==> config.mk <==
export PLATFORM = sky130hd
export DESIGN_NAME = alu_control_muldiv
export DESIGN_NICKNAME = d
export VERILOG_FILES = /design/src/rtl/alu_control_muldiv_pkg.sv /design/src/rtl/muldiv_step.sv /design/src/rtl/alu_control_muldiv.sv
export SDC_FILE = /design/constraint.sdc
export NUM_CORES = 2
export LEC_CHECK = 0
export CELL_PAD_IN_SITES_DETAIL_PLACEMENT = 0
export CELL_PAD_IN_SITES_GLOBAL_PLACEMENT = 1
export CORE_ASPECT_RATIO = 1.4
export CORE_UTILIZATION = 44
export DETAILED_ROUTE_END_ITERATION = 10
export PLACE_DENSITY = 0.92
export RECOVER_POWER = 25
export SLEW_MARGIN = 10
export SYNTH_ARGS = -nofsm -noshare
export SYNTH_HDL_FRONTEND = slang
export SYNTH_SLANG_ARGS = --single-unit
==> constraint.sdc <==
create_clock -name clk -period 5.02 [get_ports clk]
set_input_delay 1.004 -clock clk [delete_from_list [all_inputs] [get_ports clk]]
set_output_delay 1.004 -clock clk [all_outputs]
set_load 0.03 [all_outputs]
==> src/rtl/alu_control_muldiv_pkg.sv <==
`default_nettype none
// ============================================================================
//  Module   : alu_control_muldiv_pkg
//  Purpose  : Shared constants for the execute-stage ALU control and the
//             iterative multiply/divide sequencer: ALU select codes, LEGv8
//             opcode/shamt patterns, sequencer state encodings, the latched
//             operation type and the combinational alu_op/opcode decode.
//  Revision : 1.0 - initial release
// ============================================================================
package alu_control_muldiv_pkg;

  // Single-cycle ALU select codes. The bit-pattern R-type codes
  // (AND/ORR/ADD/SUB) come straight out of the opcode bits and need no names.
  localparam logic [3:0] ALU_ADD    = 4'b0010;
  localparam logic [3:0] ALU_PASS_B = 4'b0111;
  localparam logic [3:0] ALU_MUL    = 4'b1000;
  localparam logic [3:0] ALU_SDIV   = 4'b1010;
  localparam logic [3:0] ALU_UDIV   = 4'b1011;

  // instruction[31:21] patterns
  localparam logic [10:0] OP_MUL = 11'b10011011000;
  localparam logic [10:0] OP_DIV = 11'b10011010110;

  // instruction[15:10] selects signed vs unsigned divide
  localparam logic [5:0] FN_SDIV = 6'b000010;
  localparam logic [5:0] FN_UDIV = 6'b000011;

  // Sequencer states
  localparam logic [1:0] MD_IDLE = 2'd0;
  localparam logic [1:0] MD_CALC = 2'd1;
  localparam logic [1:0] MD_FIX  = 2'd2;
  localparam logic [1:0] MD_DONE = 2'd3;

  // Operation captured at accept
  typedef enum logic [1:0] {
    MD_OP_MUL  = 2'd0,
    MD_OP_UDIV = 2'd1,
    MD_OP_SDIV = 2'd2
  } md_op_e;

  // alu_op/opcode/shamt -> ALU select. The generic R-type path always has a
  // zero MSB, so bit 3 of the result is set only for MUL/SDIV/UDIV.
  function automatic logic [3:0] alu_decode(input logic [1:0]  alu_op,
                                            input logic [10:0] opcode,
                                            input logic [5:0]  shamt);
    logic [3:0] ctl;
    ctl = ALU_ADD;
    if (alu_op == 2'b00) begin
      ctl = ALU_ADD;
    end else if (alu_op == 2'b01) begin
      ctl = ALU_PASS_B;
    end else if (opcode == OP_MUL) begin
      ctl = ALU_MUL;
    end else if ((opcode == OP_DIV) && (shamt == FN_SDIV)) begin
      ctl = ALU_SDIV;
    end else if ((opcode == OP_DIV) && (shamt == FN_UDIV)) begin
      ctl = ALU_UDIV;
    end else begin
      ctl = {1'b0, opcode[9], opcode[3], opcode[8]};
    end
    return ctl;
  endfunction

endpackage
`default_nettype wire

==> src/rtl/muldiv_step.sv <==
`default_nettype none
// ============================================================================
//  Module   : muldiv_step
//  Purpose  : One combinational iteration of the multiply/divide datapath.
//             MUL  : shift-add, LSB first. acc = partial product,
//                    x = multiplicand (shifts left), y = multiplier (shifts right).
//             DIV  : restoring divide. acc = partial remainder, x = divisor,
//                    y = dividend bits shifting out MSB-first while quotient
//                    bits shift in at the LSB.
//  Ports    : i_is_div        - select divide step (else multiply step)
//             i_acc/i_x/i_y   - working registers in
//             o_acc/o_x/o_y   - working registers after one step
//  Revision : 1.0 - initial release
// ============================================================================
module muldiv_step #(
  parameter int DATA_W = 64
) (
  input  logic              i_is_div,
  input  logic [DATA_W-1:0] i_acc,
  input  logic [DATA_W-1:0] i_x,
  input  logic [DATA_W-1:0] i_y,
  output logic [DATA_W-1:0] o_acc,
  output logic [DATA_W-1:0] o_x,
  output logic [DATA_W-1:0] o_y
);

  // Remainder is always < divisor, so after shifting in one dividend bit it
  // needs one extra bit; the trial subtraction's MSB is then a clean borrow.
  logic [DATA_W:0] w_shift;
  logic [DATA_W:0] w_diff;

  assign w_shift = {i_acc, i_y[DATA_W-1]};
  assign w_diff  = w_shift - {1'b0, i_x};

  always_comb begin
    o_acc = i_acc;
    o_x   = i_x;
    o_y   = i_y;
    if (i_is_div) begin
      if (!w_diff[DATA_W]) begin
        o_acc = w_diff[DATA_W-1:0];
        o_y   = {i_y[DATA_W-2:0], 1'b1};
      end else begin
        o_acc = w_shift[DATA_W-1:0];
        o_y   = {i_y[DATA_W-2:0], 1'b0};
      end
    end else begin
      o_acc = i_acc + (i_y[0] ? i_x : '0);
      o_x   = i_x << 1;
      o_y   = i_y >> 1;
    end
  end

endmodule
`default_nettype wire

==> src/rtl/alu_control_muldiv.sv <==
`default_nettype none
// ============================================================================
//  Module   : alu_control_muldiv
//  Purpose  : Execute-stage ALU control decode plus an iterative MUL/SDIV/UDIV
//             sequencer that stalls the pipeline while it runs.
//  Ports    : clk, reset      - clock, synchronous active-high reset
//             alu_op/opcode/shamt - instruction decode inputs
//             start           - execute stage holds a valid instruction
//             flush           - squash the in-flight operation
//             a, b            - operands Rn, Rm
//             alu_control     - single-cycle ALU select (combinational)
//             is_muldiv       - instruction is MUL/SDIV/UDIV (combinational)
//             stall           - hold PC and IF/ID/EX state
//             done            - one-cycle pulse, result valid
//             result          - mul/div result
//  Params   : DATA_W          - operand width
//             BITS_PER_CYCLE  - iterations per cycle (1, 2 or 4; divides DATA_W)
//  Revision : 1.0 - initial release
// ============================================================================
module alu_control_muldiv
  import alu_control_muldiv_pkg::*;
#(
  parameter int DATA_W         = 64,
  parameter int BITS_PER_CYCLE = 1
) (
  input  logic              clk,
  input  logic              reset,
  input  logic [1:0]        alu_op,
  input  logic [10:0]       opcode,
  input  logic [5:0]        shamt,
  input  logic              start,
  input  logic              flush,
  input  logic [DATA_W-1:0] a,
  input  logic [DATA_W-1:0] b,
  output logic [3:0]        alu_control,
  output logic              is_muldiv,
  output logic              stall,
  output logic              done,
  output logic [DATA_W-1:0] result
);

  localparam int c_ITERS = DATA_W / BITS_PER_CYCLE;
  localparam int c_CNT_W = $clog2(c_ITERS + 1);
  localparam logic [c_CNT_W-1:0] c_CNT_LOAD = c_CNT_W'(c_ITERS);
  localparam logic [c_CNT_W-1:0] c_CNT_LAST = c_CNT_W'(1);

  logic [1:0]         r_state;
  logic [c_CNT_W-1:0] r_count;
  md_op_e             r_op;
  logic               r_neg_q;
  logic               r_div0;
  logic [DATA_W-1:0]  r_acc;
  logic [DATA_W-1:0]  r_x;
  logic [DATA_W-1:0]  r_y;
  logic [DATA_W-1:0]  r_result;

  logic [3:0]        w_alu_control;
  logic              w_is_muldiv;
  logic              w_accept;
  logic              w_sdiv;
  logic              w_mul_in;
  logic              w_is_div;
  logic [DATA_W-1:0] w_a_mag;
  logic [DATA_W-1:0] w_b_mag;
  logic [DATA_W-1:0] w_q;
  logic [DATA_W-1:0] w_fixed;

  // ---------------------------------------------------------------- decode
  assign w_alu_control = alu_decode(alu_op, opcode, shamt);
  assign w_is_muldiv   = w_alu_control[3];
  assign alu_control   = w_alu_control;
  assign is_muldiv     = w_is_muldiv;

  assign w_sdiv   = (w_alu_control == ALU_SDIV);
  assign w_mul_in = (w_alu_control == ALU_MUL);
  assign w_accept = (r_state == MD_IDLE) && start && w_is_muldiv && !flush;

  // The stall asserts in the accept cycle itself so the instruction is held
  // in EX from the very first cycle; it drops in DONE so the pipeline can
  // advance while the result is consumed.
  assign stall  = w_accept || (r_state == MD_CALC) || (r_state == MD_FIX);
  assign done   = (r_state == MD_DONE);
  assign result = r_result;

  // Signed divide runs on magnitudes; MIN stays MIN, which as an unsigned
  // value is exactly |MIN|, so MIN / -1 wraps back to MIN with no special case.
  assign w_a_mag = (w_sdiv && a[DATA_W-1]) ? (-a) : a;
  assign w_b_mag = (w_sdiv && b[DATA_W-1]) ? (-b) : b;

  // ------------------------------------------------------------ step chain
  assign w_is_div = (r_op != MD_OP_MUL);

  logic [DATA_W-1:0] w_acc [0:BITS_PER_CYCLE];
  logic [DATA_W-1:0] w_x   [0:BITS_PER_CYCLE];
  logic [DATA_W-1:0] w_y   [0:BITS_PER_CYCLE];

  assign w_acc[0] = r_acc;
  assign w_x[0]   = r_x;
  assign w_y[0]   = r_y;

  generate
    for (genvar gi = 0; gi < BITS_PER_CYCLE; gi++) begin : g_step
      muldiv_step #(
        .DATA_W (DATA_W)
      ) u_step (
        .i_is_div (w_is_div),
        .i_acc    (w_acc[gi]),
        .i_x      (w_x[gi]),
        .i_y      (w_y[gi]),
        .o_acc    (w_acc[gi+1]),
        .o_x      (w_x[gi+1]),
        .o_y      (w_y[gi+1])
      );
    end
  endgenerate

  // ------------------------------------------------------------- fix-up
  // The raw restoring loop yields all-ones for a zero divisor; the quotient
  // is forced to zero instead.
  assign w_q     = !w_is_div ? r_acc : (r_div0 ? '0 : r_y);
  assign w_fixed = r_neg_q ? (-w_q) : w_q;

  // ------------------------------------------------------------ sequencer
  always_ff @(posedge clk) begin
    if (reset) begin
      r_state  <= MD_IDLE;
      r_count  <= '0;
      r_op     <= MD_OP_MUL;
      r_neg_q  <= 1'b0;
      r_div0   <= 1'b0;
      r_acc    <= '0;
      r_x      <= '0;
      r_y      <= '0;
      r_result <= '0;
    end else begin
      case (r_state)
        MD_IDLE: begin
          if (w_accept) begin
            r_op    <= w_mul_in ? MD_OP_MUL : (w_sdiv ? MD_OP_SDIV : MD_OP_UDIV);
            r_neg_q <= w_sdiv && (a[DATA_W-1] ^ b[DATA_W-1]);
            r_div0  <= !w_mul_in && (b == '0);
            r_acc   <= '0;
            r_x     <= w_mul_in ? a : w_b_mag;
            r_y     <= w_mul_in ? b : w_a_mag;
            r_count <= c_CNT_LOAD;
            r_state <= MD_CALC;
          end
        end
        MD_CALC: begin
          if (flush) begin
            r_state <= MD_IDLE;
          end else begin
            r_acc   <= w_acc[BITS_PER_CYCLE];
            r_x     <= w_x[BITS_PER_CYCLE];
            r_y     <= w_y[BITS_PER_CYCLE];
            r_count <= r_count - 1'b1;
            if (r_count == c_CNT_LAST) begin
              r_state <= MD_FIX;
            end
          end
        end
        MD_FIX: begin
          if (flush) begin
            r_state <= MD_IDLE;
          end else begin
            r_result <= w_fixed;
            r_state  <= MD_DONE;
          end
        end
        MD_DONE: begin
          r_state <= MD_IDLE;
        end
        default: begin
          r_state <= MD_IDLE;
        end
      endcase
    end
  end

endmodule
`default_nettype wire

# --- After elaboration in Yosys (flattened, before gate mapping) ---
# Cells that the tools add are included.
totals:
  elab_cells: 92
  reg_bits: 269
classes:
  add_sub_neg: 6
  reduce_logical: 23
  n_bitwise: 2
  mux: 37
  n_eq_ne: 15
op_table:
  columns: ["operator", "n"]
  rows:
  - ["$mux W64", 18]
  - ["$pmux W64 S2", 3]
  - ["$neg A64 Y64", 3]
  - ["$sub A65 B64 Y65", 1]
  - ["$add A64 B64 Y64", 1]
  - ["$logic_not A64 Y1", 1]
  - ["$eq A11 B11 Y1 const B", 2]
  - ["$mux W4", 5]
  - ["$mux W7", 2]
  - ["$pmux W7 S2", 1]
  - ["$eq A6 B2 Y1 const B", 2]
  - ["$mux W2", 6]
  - ["$logic_and A1 B1 Y1", 9]
  - ["$eq A4 B4 Y1 const B", 2]
  - ["$pmux W2 S4", 1]
  - ["$eq A7 B1 Y1 const B", 1]
  - ["$sub A7 B1 Y7 const B", 1]
  - ["$ne A2 B2 Y1 const B", 3]
  - ["$reduce_and A2 Y1", 3]
  - ["$eq A2 B1 Y1 const B", 2]
  - ["$eq A2 B2 Y1 const B", 2]
  - ["$logic_not A2 Y1", 2]
  - ["$reduce_and A4 Y1", 1]
  - ["$reduce_bool A2 Y1", 2]
  - ["7 further kinds", 9]

# --- Depth between registers and ports, before layout ---
depth:
  word_depth: 13
  ltp_mapped: 17
  ltp_nobuf: 15

# --- Modules after synthesis ---
# From an unflattened synthesis, not the netlist that was laid out.
unflattened:
  cells_unflattened: 4034
  area_unflattened_um2: 27896.8
by_module_without_submodules:
  columns: ["module", "seq_area_each_um2", "area_per_inst_um2", "cells_each", "n_inst"]
  rows:
  - ["alu_control_muldiv", 5385.2, 17332.9, 2387, 1]
  - ["muldiv_step", 0.0, 10563.9, 1647, 1]

# --- Worst setup path before layout ---
# No wires, ideal clock.
synth_path:
  kind: "register -> register"
  start: "reg r_y[0]"
  end: "reg r_acc[56]"
  synth_period_minus_slack_ns: 4.203
  setup_time_ns: 0.117
  required_ns: 4.903
  stages_incl_launch_ff: 18
  path_slack_ns: 0.817
  arrival_ns: 4.086
  cell_sequence: "dfxtp_1 > clkbuf_1 > clkbuf_1 > and2_1 > ha_1 > inv_1 > fa_1 > nand2b_1 > a21oi_1 > a31oi_1 > o311ai_1 > a21boi_1 > o41a_1 > o31ai_1 > a21boi_1 > o21a_1 > mux2i_1 > a32o_1"
synth_via:
  elab_chain_len: 5
synth_lines:
  columns: ["item", "line_no", "text"]
  rows:
  - ["start: declaration", "alu_control_muldiv.sv:54", "logic [DATA_W-1:0] r_y;"]
  - ["start signal: assignment", "alu_control_muldiv.sv:144", "r_y <= w_mul_in ? b : w_a_mag;"]
  - ["start signal: assignment", "alu_control_muldiv.sv:155", "r_y <= w_y[BITS_PER_CYCLE];"]
  - ["$mux W64", "muldiv_step.sv:48", "o_acc = i_acc + (i_y[0] ? i_x : '0);"]
  - ["$add A64 B64 Y64", "muldiv_step.sv:48", null]
  - ["$mux W64", "muldiv_step.sv:39", "if (i_is_div) begin"]
  - ["$mux W64", "alu_control_muldiv.sv:150", "if (flush) begin"]
  - ["$pmux W64 S2", "alu_control_muldiv.sv:136", "case (r_state)"]
  - ["end signal: assignment", "alu_control_muldiv.sv:153", "r_acc <= w_acc[BITS_PER_CYCLE];"]
  - ["end: declaration", "alu_control_muldiv.sv:52", "logic [DATA_W-1:0] r_acc;"]
# Every way passes these cells. The select of a mux whose other input is x is not followed.
# A chain may end at the register's enable or synchronous reset.

# --- Worst setup path after layout ---
# Ends and elaborated chain as after synthesis.

==> summary.md <==
| Metric | Value |
|---|---|
| Status | `finished with violations` |
| Violated checks | `capacitance limit, slew limit` |
| Weighted congestion reported at the end of routability-driven placement | `0.997` |
| First-pass GRT wire length | `154000 um` |
| Post-synthesis adder-cell area fraction | `6.44%` |
| HPWL after DPL | `about 80000 um` |
| Comb pwr share | `under 10%` |
| Number of buffers added on ports | `221` |
| YS warnings | `0` |
| Clock tree from TritonCTS | `yes` |
| Total number of vias | `29023` |
| Pint | `about 3800 uW` |
| Final hold viol count | `0` |
| Register bit count reported by yosys | `approximately 270` |
| Net count after synthesis | `approximately 4000` |
| Routed via count divided by cell count | `6.23` |
| Power Dens Cells | `164 nW/um^2` |
| Post-CTS repair timing setup buffer count | `0` |
| Clock latency on the worst-skew pair | `600 ps` |
| Number of instances in the synthesized netlist | `3799` |
| Peak fanout along the critical path | `29` |
| Starting density of the core | `44.7%` |
| Multiplexer area fraction after synthesis | `1.22%` |
| Fraction of layout instances using a drive strength above 1 | `5.15%` |
| Area overhead of the layout relative to synthesis | `15.4%` |
| Post-Place Cell Area | `29300 um^2` |
| Floorplan die width | `between 200 and 250 um` |
| Top post-synthesis cells by area | `sky130_fd_sc_hd__dfxtp_1 (21%), sky130_fd_sc_hd__a21oi_1 (10%), sky130_fd_sc_hd__nand2_1 (7.4%)` |
| I/O pins | `222` |
| RSZ-0062 raised after global routing | `no` |
| Path class of the lowest-slack min-delay path | `flip-flop to flip-flop` |
| Number of cell instances on the worst register-to-register path | `14` |
| Proportion of netlist area held by the largest area contributor | `between 20% and 30%` |
| Top library cells by usage in the layout, fill and taps aside | `sky130_fd_sc_hd__a21oi_1 (528), sky130_fd_sc_hd__nand2_1 (513), sky130_fd_sc_hd__nor2_1 (279), sky130_fd_sc_hd__dfxtp_1 (267), sky130_fd_sc_hd__o21ai_0 (227)` |
| Number of flops mapped to enable cells by yosys | `0` |
| Leakage power | `0.0117 uW` |
| Cell variety after synth | `92` |
| Drt drc | `0` |
| Number of cell rows | `~110` |
| Die footprint | `about 61000 um^2` |
| Proportion of power drawn by the clock network | `49.7%` |
| Power share of the sequential group | `43.0%` |
| Fraction of power spent switching nets | `around 24%` |
| Most frequent standard cell in the layout excluding fill and tap cells | `sky130_fd_sc_hd__a21oi_1` |
| Type of the setup path with the least slack | `flip-flop to flip-flop` |
| Core region area | `58700 um^2` |
| Worst slew margin relative to its limit | `-21.0%` |
| All-Layer GR Usage | `32.1%` |
| Number of standard cells in the layout, taps in and fillers out | `4656` |
| Cell accounting for the most synthesized area | `sky130_fd_sc_hd__dfxtp_1` |
| Pins Over Slew Limit | `47` |
| CP required | `5520 ps` |
| First-pass DRT Iterations | `5` |
| Area of all placed cells without fillers | `30300 um^2` |
| Y dimension of the die | `291 um` |
| Setup crit start kind | `flip-flop` |
| Max clock buf depth | `3` |
| Final count of negative-setup-slack endpoints | `0` |
| NetSw | `roughly 1200 uW` |
| Average wire per cell in the routed design | `approximately 22 um` |
| Fin Setup TNS | `0 ps` |
| Worst clock skew | `between 30 and 40 ps` |
| Power after layout | `a little under 5000 uW` |
| Pin count of the biggest net entering global routing | `98` |
| Post-cts hold buffer count | `0` |
| Shortest clock period the worst path allows after layout | `approximately 4500 ps` |
| CP Data Arrival Time | `4950 ps` |
| CP endpoint kind | `flip-flop` |
| Async set-or-reset flop fraction in the synthesized netlist | `0%` |
| Synthesized area | `26300 um^2` |
| Instance count along the most critical hold path | `2` |
| Maximum Capacitance Violations | `2` |
| Placed cell count | `4602` |
| Compound-cell area share of the yosys netlist | `32.3%` |
| First DRT Iteration DRCs | `between 3000 and 4000` |
| Clk root buf | `sky130_fd_sc_hd__clkbuf_16` |
| Xor-xnor portion of the synthesized cell area | `9.44%` |
| Register clock-pin slew on the reported worst setup and hold paths | `70 ps` |
| Quantity of gates resized following cts | `0` |
| Clock sinks | `269` |
| Worst hold-check slack | `about 440 ps` |
| Actual slew at the worst max-slew pin | `approximately 1800 ps` |
| Clock H-tree levels | `1` |
| Main combinational cell family by area after synthesis | `compound AO/OA/AOI/OAI gates` |
| Basic-gate share of the synthesized area counting and, or, nand and nor cells | `24.2%` |
| Routed Antenna Nets | `0` |
| Share of the clock period used by the worst path | `88.8%` |
| Total Routed Length | `102000 um` |
| CTS Buf Count | `29` |
| # fillers | `5835` |
| Max Clk Rate | `224 MHz` |
| Maximum ir drop on the vdd rail | `257 uV` |
| Number of nets in the layout | `4169` |
| Post-Synthesis Mean Instance Area | `6.91 um^2` |
| Register area share after synthesis | `20.5%` |
| Number of global-route vias before repair | `26388` |
| Residual overflow from global routing | `0` |
| Top_reg_cell synth | `sky130_fd_sc_hd__dfxtp_1` |
| Antenna violations before repair | `1` |
==> power by group through the flow <==
stage,combinational (uW),clock [uW],sequential [uW]
floorplan,127,0,2180
global placement,355,0,2180
detailed placement,355,0,2180
CTS,356,2480,2130
global route,382,2560,2130
finish,362,2460,2130
==> worst max-delay path, stage by stage (launching register included) <==
cell and delay [ps]:
sky130_fd_sc_hd__dfxtp_1 320, sky130_fd_sc_hd__buf_4 290, sky130_fd_sc_hd__nand2_1 150, sky130_fd_sc_hd__fa_1 420, sky130_fd_sc_hd__nand2b_1 210, sky130_fd_sc_hd__a21oi_1 280
sky130_fd_sc_hd__a31oi_1 210, sky130_fd_sc_hd__o311ai_1 520, sky130_fd_sc_hd__a21boi_1 260, sky130_fd_sc_hd__o41a_1 540, sky130_fd_sc_hd__o31ai_1 350, sky130_fd_sc_hd__a21boi_1 230
sky130_fd_sc_hd__o21a_1 230, sky130_fd_sc_hd__mux2i_1 120, sky130_fd_sc_hd__a32o_1 240
==> registers in the layout (all words and copies together), names as in the netlist <==
register / count
r_neg_q: 1
r_div0: 1
r_count: 7
result: 64
r_x: 64
r_op: 2
r_acc: 64
r_state: 2
r_y: 64
==> kinds of logic after synthesis <==
logic type      Yosys count
fa+ha+maj               134
buf+inv                 397
xor+xnor                283
compound gates         1357
flops                   269
mux                      31
simple gates           1328
==> per-stage QoR <==
| step | util (%) | setup WS, ps |
|---|---|---|
| floorplan | - | 817 |
| global placement | 49.9 | 285 |
| detailed placement | 49.9 | 236 |
| CTS | 51.7 | 633 |
| global route | 51.6 | 458 |
| finish | 51.6 | 563 |
==> final timing paths <==
path                    from    endpoint  slack (ps)
setup / recovery      r_y[0]   r_acc[56]         560
hold reg to reg   result[45]  result[45]         440
setup reg to reg      r_y[0]   r_acc[56]         560
hold / removal    result[45]  result[45]         440
==> per-layer routing <==
metal	GRT usage (%)	up-vias	routed length, um
met5	0	-	0
met4	12.7	0	4250
met3	2.89	188	9240
met2	50.5	1426	44900
met1	44.9	13489	43500
li1	-	13920	-
==> cell usage after synthesis, types with 7 or more instances <==
cell type	count
sky130_fd_sc_hd__a21oi_1	528
sky130_fd_sc_hd__mux2i_1	28
sky130_fd_sc_hd__or3_1	33
sky130_fd_sc_hd__nand2b_1	41
sky130_fd_sc_hd__a21o_1	58
sky130_fd_sc_hd__nor2b_1	46
sky130_fd_sc_hd__ha_1	132
sky130_fd_sc_hd__xor2_1	127
sky130_fd_sc_hd__o31ai_1	56
sky130_fd_sc_hd__and3_1	19
sky130_fd_sc_hd__o211ai_1	48
sky130_fd_sc_hd__buf_1	27
sky130_fd_sc_hd__a221o_1	7
sky130_fd_sc_hd__o21a_1	16
sky130_fd_sc_hd__nor3_1	67
sky130_fd_sc_hd__o21bai_1	30
sky130_fd_sc_hd__nor2_1	282
sky130_fd_sc_hd__nor3b_1	39
sky130_fd_sc_hd__clkbuf_1	235
sky130_fd_sc_hd__a211oi_1	153
sky130_fd_sc_hd__a211o_1	7
sky130_fd_sc_hd__and2_1	83
sky130_fd_sc_hd__a31oi_1	48
sky130_fd_sc_hd__or4_1	12
sky130_fd_sc_hd__nand3b_1	15
sky130_fd_sc_hd__nor4_1	23
sky130_fd_sc_hd__xnor2_1	156
sky130_fd_sc_hd__o221ai_1	57
sky130_fd_sc_hd__nand4_1	49
sky130_fd_sc_hd__nand2_1	516
sky130_fd_sc_hd__a22oi_1	14
sky130_fd_sc_hd__o41ai_1	14
sky130_fd_sc_hd__or2_2	9
sky130_fd_sc_hd__dfxtp_1	269
sky130_fd_sc_hd__nand3_1	63
sky130_fd_sc_hd__a22o_1	8
sky130_fd_sc_hd__o21ai_0	227
sky130_fd_sc_hd__inv_1	122
sky130_fd_sc_hd__a221oi_1	19
==> cell type report <==
cell class,count,area (um^2),share of cell area [%]
Sequential cell,269,5390,17.8
Multi-Input combinational cell,3133,19400,64.0
Clock inverter,16,272,0.896
Tap cell,749,937,3.09
Timing Repair Buffer,328,3080,10.2
Antenna cell,2,5.00,0.0165
Inverter,123,462,1.52
Clock buffer,36,782,2.58
Note: power is estimated with default switching activity, not from simulation.
